## src/rtl/adder_seq_pkg.sv

```systemverilog
// Shared types and constants for the add/subtract command sequencer:
// FSM state encoding, datapath operation codes and latency counter width.
package adder_seq_pkg;

    // Sequencer FSM states
    typedef enum logic [1:0] {
        IDLE  = 2'b00,
        ISSUE = 2'b01,
        WAIT  = 2'b10,
        HOLD  = 2'b11
    } seq_state_t;

    // Datapath operation codes driven on MODO
    localparam logic [1:0] MODO_HOLD = 2'b00;
    localparam logic [1:0] MODO_ADD  = 2'b01;
    localparam logic [1:0] MODO_SUB  = 2'b10;
    localparam logic [1:0] MODO_CLR  = 2'b11;

    // Latency counter width; covers LAT values 1..15
    localparam int CNT_W = 4;

endpackage

```

## src/rtl/seq_lat_counter.sv

```systemverilog
// Loadable down-counter with a zero flag. Times the datapath latency
// between the issue cycle and the result capture edge.
module seq_lat_counter
    import adder_seq_pkg::*;
(
    input  logic             CLK,
    input  logic             RST_N,
    input  logic             load,
    input  logic [CNT_W-1:0] load_val,
    input  logic             dec,
    output logic             zero
);

    logic [CNT_W-1:0] count_reg;

    // Load takes priority; decrement saturates at zero
    always_ff @(posedge CLK or negedge RST_N) begin
        if (!RST_N) begin
            count_reg <= '0;
        end else if (load) begin
            count_reg <= load_val;
        end else if (dec && (count_reg != '0)) begin
            count_reg <= count_reg - 1'b1;
        end
    end

    assign zero = (count_reg == '0);

endmodule

```

## src/rtl/adder_op_sequencer.sv

```systemverilog
// Command sequencer for the clocked add/subtract datapath. Accepts one
// operation over a valid/ready handshake, pulses ENB for one issue cycle,
// waits LAT cycles, captures Q/RCO and presents the result downstream.
// Only one operation is in flight at a time.
// Optional feature: define SEQ_ACCUM_EN to add the in_acc input, which takes
// operand A and Cin from the previous result for multi-word chaining.
module adder_op_sequencer
    import adder_seq_pkg::*;
#(
    parameter int WIDTH = 8,
    parameter int LAT   = 2
) (
    input  logic             CLK,
    input  logic             RST_N,
    // command input
    input  logic             in_valid,
    output logic             in_ready,
    input  logic [WIDTH-1:0] in_A,
    input  logic [WIDTH-1:0] in_B,
    input  logic             in_Cin,
    input  logic [1:0]       in_MODO,
`ifdef SEQ_ACCUM_EN
    input  logic             in_acc,
`endif
    // datapath drive
    output logic [WIDTH-1:0] A,
    output logic [WIDTH-1:0] B,
    output logic             Cin,
    output logic             ENB,
    output logic [1:0]       MODO,
    // datapath result
    input  logic [WIDTH-1:0] Q,
    input  logic             RCO,
    // result output
    output logic             res_valid,
    input  logic             res_ready,
    output logic [WIDTH-1:0] res_Q,
    output logic             res_RCO
);

    if (LAT < 1 || LAT > 15) begin : g_lat_range_check
        $error("adder_op_sequencer: LAT must be in 1..15");
    end

    seq_state_t state_reg;
    logic       cnt_zero;

    // Counter is loaded while issuing and runs down during WAIT
    seq_lat_counter u_lat_counter (
        .CLK      (CLK),
        .RST_N    (RST_N),
        .load     (state_reg == ISSUE),
        .load_val (CNT_W'(LAT - 1)),
        .dec      (state_reg == WAIT),
        .zero     (cnt_zero)
    );

    // Control FSM with registered handshake/datapath outputs; A/B/Cin act as
    // the operand registers and keep their values outside ISSUE
    always_ff @(posedge CLK or negedge RST_N) begin
        if (!RST_N) begin
            state_reg <= IDLE;
            in_ready  <= 1'b1;
            res_valid <= 1'b0;
            ENB       <= 1'b0;
            MODO      <= MODO_HOLD;
            A         <= '0;
            B         <= '0;
            Cin       <= 1'b0;
            res_Q     <= '0;
            res_RCO   <= 1'b0;
        end else begin
            case (state_reg)
                IDLE: begin
                    if (in_valid && in_ready) begin
`ifdef SEQ_ACCUM_EN
                        if (in_acc) begin
                            A   <= res_Q;
                            Cin <= res_RCO;
                        end else begin
                            A   <= in_A;
                            Cin <= in_Cin;
                        end
`else
                        A   <= in_A;
                        Cin <= in_Cin;
`endif
                        B         <= in_B;
                        MODO      <= in_MODO;
                        ENB       <= 1'b1;
                        in_ready  <= 1'b0;
                        state_reg <= ISSUE;
                    end
                end
                ISSUE: begin
                    ENB       <= 1'b0;
                    MODO      <= MODO_HOLD;
                    state_reg <= WAIT;
                end
                WAIT: begin
                    if (cnt_zero) begin
                        res_Q     <= Q;
                        res_RCO   <= RCO;
                        res_valid <= 1'b1;
                        state_reg <= HOLD;
                    end
                end
                HOLD: begin
                    if (res_valid && res_ready) begin
                        res_valid <= 1'b0;
                        in_ready  <= 1'b1;
                        state_reg <= IDLE;
                    end
                end
                default: begin
                    state_reg <= IDLE;
                    in_ready  <= 1'b1;
                    res_valid <= 1'b0;
                    ENB       <= 1'b0;
                    MODO      <= MODO_HOLD;
                end
            endcase
        end
    end

endmodule

```

## config.mk

```make
export PLATFORM = sky130hd
export DESIGN_NAME = adder_op_sequencer
export DESIGN_NICKNAME = d
export VERILOG_FILES = /design/src/rtl/adder_seq_pkg.sv /design/src/rtl/seq_lat_counter.sv /design/src/rtl/adder_op_sequencer.sv
export SDC_FILE = /design/constraint.sdc
export NUM_CORES = 1
export LEC_CHECK = 0
export CAP_MARGIN = 25
export CORE_MARGIN = 5
export CORE_UTILIZATION = 46
export CTS_CLUSTER_SIZE = 40
export DETAILED_ROUTE_END_ITERATION = 10
export GPL_TIMING_DRIVEN = 0
export PLACE_DENSITY = 0.84
export SKIP_CTS_REPAIR_TIMING = 1
export SLEW_MARGIN = 10
export SYNTH_ARGS = -nofsm -noshare
export SYNTH_HDL_FRONTEND = slang
export SYNTH_SLANG_ARGS = --single-unit
```

## constraint.sdc

```tcl
create_clock -name CLK -period 4.5 [get_ports CLK]
set_clock_uncertainty 0.2 [all_clocks]
set_input_delay 0.9 -clock CLK [delete_from_list [all_inputs] [get_ports CLK]]
set_output_delay 0.9 -clock CLK [all_outputs]
set_load 0.01 [all_outputs]
```

* Yosys cells after proc, flatten, opt, wreduce, memory -nomap -nowiden
Cells that the tools add are included.
** Cells by class
- $add $sub $neg :: 1
- $mul :: 0
- Div/mod/pow operators :: 0
- Magnitude comparators :: 0
- Eq/ne operators :: 6
- Shifts and indexed selects :: 0
- Muxes and demuxes :: 16
- Bitwise gates (word level) :: 0
- Reductions and logical operators :: 16
** Operators by type and width (number)
- AND reduction 3 bit :: 3
- two-way mux 2 bit :: 4
- two-way mux 4 bit :: 2
- one-hot mux 2 bit (4 select lines) :: 1
- nonzero test 2 bit :: 4
- inequality test 2 bit (second input constant) :: 3
- one-hot mux 1 bit (2 select lines) :: 3
- AND reduction 2 bit :: 3
- two-way mux 1 bit :: 5
- == test 2 bit (second input constant) :: 2
- zero test 4 bit :: 1
- one-hot mux 2 bit (2 select lines) :: 1
- nonzero test 4 bit :: 1
- subtractor 4 x 1 -> 4 bit (second input constant) :: 1
- logical AND 1 bit :: 3
- == test 2 x 1 -> 1 bit (second input constant) :: 1
- zero test 2 bit :: 1
** Word-level totals
- Flip-flop bits (word level) :: 37
- Bits in latches :: 0
- Bits in writable memories :: 0
- Bits in read-only memories :: 0
- Input bits :: 32
- Output and inout bits :: 31
- Word-level logic and storage cells :: 50
- Memories :: 0

* Longest topological paths before layout
- Depth in word-level cells :: 4
- Mapped depth :: 6
- Depth with buffers taken out :: 5

* Cells and area by module
From an unflattened synthesis, not the netlist that was laid out.
** Second synthesis, totals
- Cells, all modules :: 129
- Area total of the unflattened synthesis :: 1705.4 µm²
** By module, submodules not included
- adder_op_sequencer :: times used 1, cells an instance 102, area each 1435.1 µm², sequential area each 827.0 µm²
- seq_lat_counter :: times used 1, cells an instance 27, area each 270.3 µm², sequential area each 100.1 µm²

* Worst setup path before layout
OpenSTA, ideal clock, no wires.
- Path kind :: register to register
- From :: reg u_lat_counter.count_reg[0]
- To :: reg state_reg[1]
- Setup time :: 0.128 ns
- Arrival time :: 1.610 ns
- Required time :: 4.172 ns
- Path slack :: 2.562 ns
- Cell stages (with the launch flop) :: 6
- Path buffers :: 0
- Clock period less this slack :: 1.938 ns
- Cells stage by stage :: dfrtp_1 > inv_1 > ha_1 > or3b_4 > a221oi_2 > mux2_1
** On the way
- Word-level cells in the longest chain between the ends :: 3
** RTL lines
- from (decl) :: line seq_lat_counter.sv:14 : logic [CNT_W-1:0] count_reg;
- from (signal assigned) :: line seq_lat_counter.sv:21 : count_reg <= load_val;
- from (signal assigned) :: line seq_lat_counter.sv:23 : count_reg <= count_reg - 1'b1;
- zero test 4 bit :: line seq_lat_counter.sv:27 : assign zero = (count_reg == '0);
- inequality test 2 bit (no source line)
- AND reduction 3 bit (no source line)
- to (signal assigned) :: line adder_op_sequencer.sv:62 : state_reg <= IDLE;
- to (signal assigned) :: line adder_op_sequencer.sv:92 : state_reg <= ISSUE;
- to (signal assigned) :: line adder_op_sequencer.sv:98 : state_reg <= WAIT;
- to (decl) :: line adder_op_sequencer.sv:45 : seq_state_t state_reg;
Every way passes these cells.
A chain may end at the register's enable or synchronous reset.

* Worst setup path in the final report
- From :: reg in_ready
- To :: out in_ready
** RTL lines
- from (decl) :: line adder_op_sequencer.sv:17 : output logic in_ready,
- from (signal assigned) :: line adder_op_sequencer.sv:63 : in_ready <= 1'b1;
- from (signal assigned) :: line adder_op_sequencer.sv:91 : in_ready <= 1'b0;
- from (signal assigned) :: line adder_op_sequencer.sv:111 : in_ready <= 1'b1;
No word-level cell between the ends.

==> results.json <==
{
  "status": "completed",
  "finalSetupViolCount": 0,
  "worstHoldPathType": "flop to flop",
  "cts.sinks": 37,
  "wirelength_mm": 3.75,
  "path_delay_family": "flip-flops",
  "timing.fmax_mhz": 395,
  "synth_edf_count": 0,
  "top_regs": "A (8), B (8), res_Q (8)",
  "synth.most_common_cell": "dfrtp_1",
  "vdd_drop_max_mv": 0.209,
  "ys_warn_count": 0,
  "grt_first_pass_wirelength_mm": 6.02,
  "cts.clk_slew.worst_paths_ns": 0.11,
  "reg2reg_depth": 5,
  "async_flop_share": 1.00,
  "synth_ff_type": "dfrtp_1",
  "synth.largest_area_cell": "dfrtp_1",
  "dpl.hpwl_mm": 2.87,
  "synthTopCellsByArea": "dfrtp_1 57%, mux2_2 18%, ha_1 3.9%",
  "rsz0062_at_grt": "false",
  "whs_endpoint": "res_Q[3]",
  "netlist.area_leader.share": 0.568,
  "crit_buf_inv": 1,
  "antenna_left": 0,
  "grt_usage": 0.177,
  "synth-seq-cells": 37,
  "gp_congestion": 0.820,
  "fp.dieH_um": 68.7,
  "htreeDepth": 2,
  "leakage_nw": 1.06,
  "finalNetCount": 221,
  "dieArea_um2": 4720,
  "path_class": "flop to output port",
  "min-delay-start": "res_Q[3]",
  "cts_buffers": 5,
  "cts-root-buf": "clkbuf_4",
  "routed_via_density": 5.16,
  "worst_pin_slew_ns": 0.828,
  "dpl.cell_count": 223,
  "vias": 1193,
  "grt_start_max_net_pins": 38,
  "min_path_cells": 1,
  "placed_area_um2": 2260,
  "syn_area_um2": 1590,
  "finalHoldViolCount": 0,
  "cpMaxStageDelayCell": "dfstp_2",
  "cp_cell_sequence": "clkdlybuf4s50_1",
  "period_minus_slack_ns": 2.53,
  "syn_nets": 152,
  "power_density_nw_per_um2": 254,
  "gr-total-overflow": 0,
  "reg2reg_from": "u_lat_counter.count_reg[0]",
  "drtIter0Drc": 65,
  "r2r_end": "state_reg[1]",
  "cts_tree": "done",
  "avgSynthCellArea_um2": 13.8,
  "cp-end-kind": "output port",
  "portBuffers": 62,
  "row_count": 21,
  "period_share": 0.562,
  "dr.pass1.iters": 4,
  "crit_path_max_fanout": 2,
  "crit_required_ns": 3.40,
  "grt_pass1_vias": 1259,
  "seq_area_frac_synth": 0.585,
  "slew_headroom": 0.448,
  "fp.coreArea_um2": 3340,
  "drive_gt1_frac": 0.222,
  "cp.arrival_ns": 1.43,
  "drv_cap": 0,
  "die_x_um": 68.7,
  "area_delta_synth_final_pct": 47.3,
  "drv_slew": 0,
  "clkLatencyLatePin_ns": 0.34,
  "critPathMaxStageDelay_ns": 0.55,
  "synth_cells": 115,
  "fin_tns_setup_ns": 0,
  "remaining_drc_errors": 0,
  "ios": 63,
  "fin_area_um2": 2330,
  "crit_path_start_kind": "flop",
  "diodes": 0,
  "instances_no_fill": 231,
  "start_util": 0.475,
  "grt_antenna_before_repair": 0,
  "reg2reg_slack_ns": 2.36,
  "clk_path_buf_depth": 2,
  "synth_common_cells": "36 x dfrtp_1, 26 x mux2_2, 6 x o21ai_0, 5 x ha_1, 5 x inv_1",
  "wl_per_cell_um": 16.2,
  "synth_cell_types": 32
}
==> how the worst max path moves through the flow <==
| stage | to | cells past startpoint | slack [ns] | from |
|---|---|---|---|---|
| 2_1_floorplan | state_reg[1] | 5 | 2.56 | u_lat_counter.count_reg[0] |
| 3_5_place_dp | A[4] | 4 | 1.88 | in_valid |
| 5_1_grt | in_ready | 1 | 1.92 | in_ready |
| 4_1_cts | in_ready | 1 | 1.94 | in_ready |
| 6_report | in_ready | 1 | 1.97 | in_ready |
| 3_3_place_gp | B[2] | 1 | 1.53 | RST_N |
==> report_power, final <==
group	internal (mW)	switching (mW)	total [mW]	leakage, nW
sequential	0.332	0	0.332	0.508
combinational	0.0230	0.0104	0.0335	0.514
clock	0.116	0.111	0.228	0.0422
==> kinds of logic after synthesis <==
group	synth area share
AOI/OAI and AO/OA	0.0845
xor gates and xnor gates	0.00553
adders and majority gates	0.0395
buffers and inverters	0.0237
DFF	0.585
muxes	0.192
and+or+nand+nor	0.0702
==> area by class of cell <==
| class | instances | area, µm² |
|---|---|---|
| fillers | 248 | 1000 |
| flip-flops and latches | 37 | 927 |
| multi-input cells | 69 | 621 |
| repair buffers | 62 | 616 |
| well taps | 46 | 57.6 |
| clock buffers | 6 | 41.3 |
| clock inverters | 2 | 35.0 |
| plain buffers | 4 | 18.8 |
| inverters | 5 | 18.8 |
==> metal layers <==
layer	wire, µm	track usage
met1	1400	0.190
met5	0	0
met3	309	0.0875
met2	1990	0.310
met4	45	0.0438
==> stage by stage <==
step	hold slack, ns	util	power (mW)	worst slack [ns]
6_report	0.318	0.700	0.593	1.97
5_1_grt	0.344	0.700	0.619	1.92
4_1_cts	0.320	0.700	0.602	1.94
3_5_place_dp	0.294	0.677	0.373	1.88
3_3_place_gp	0.287	0.678	0.372	1.53
2_1_floorplan	0.312	-	0.339	2.56
==> cell usage in the layout, fill, tap and decap left out, types with 3 or more instances in the layout <==
cell / n
or3_1: 3
inv_1: 5
ha_1: 5
nand3_1: 3
a21oi_1: 3
mux2_2: 26
dfrtp_1: 36
buf_2: 3
clkbuf_4: 5
o21ai_0: 6
clkdlybuf4s50_1: 61
No activity file was read; power rests on OpenSTA's default activity.
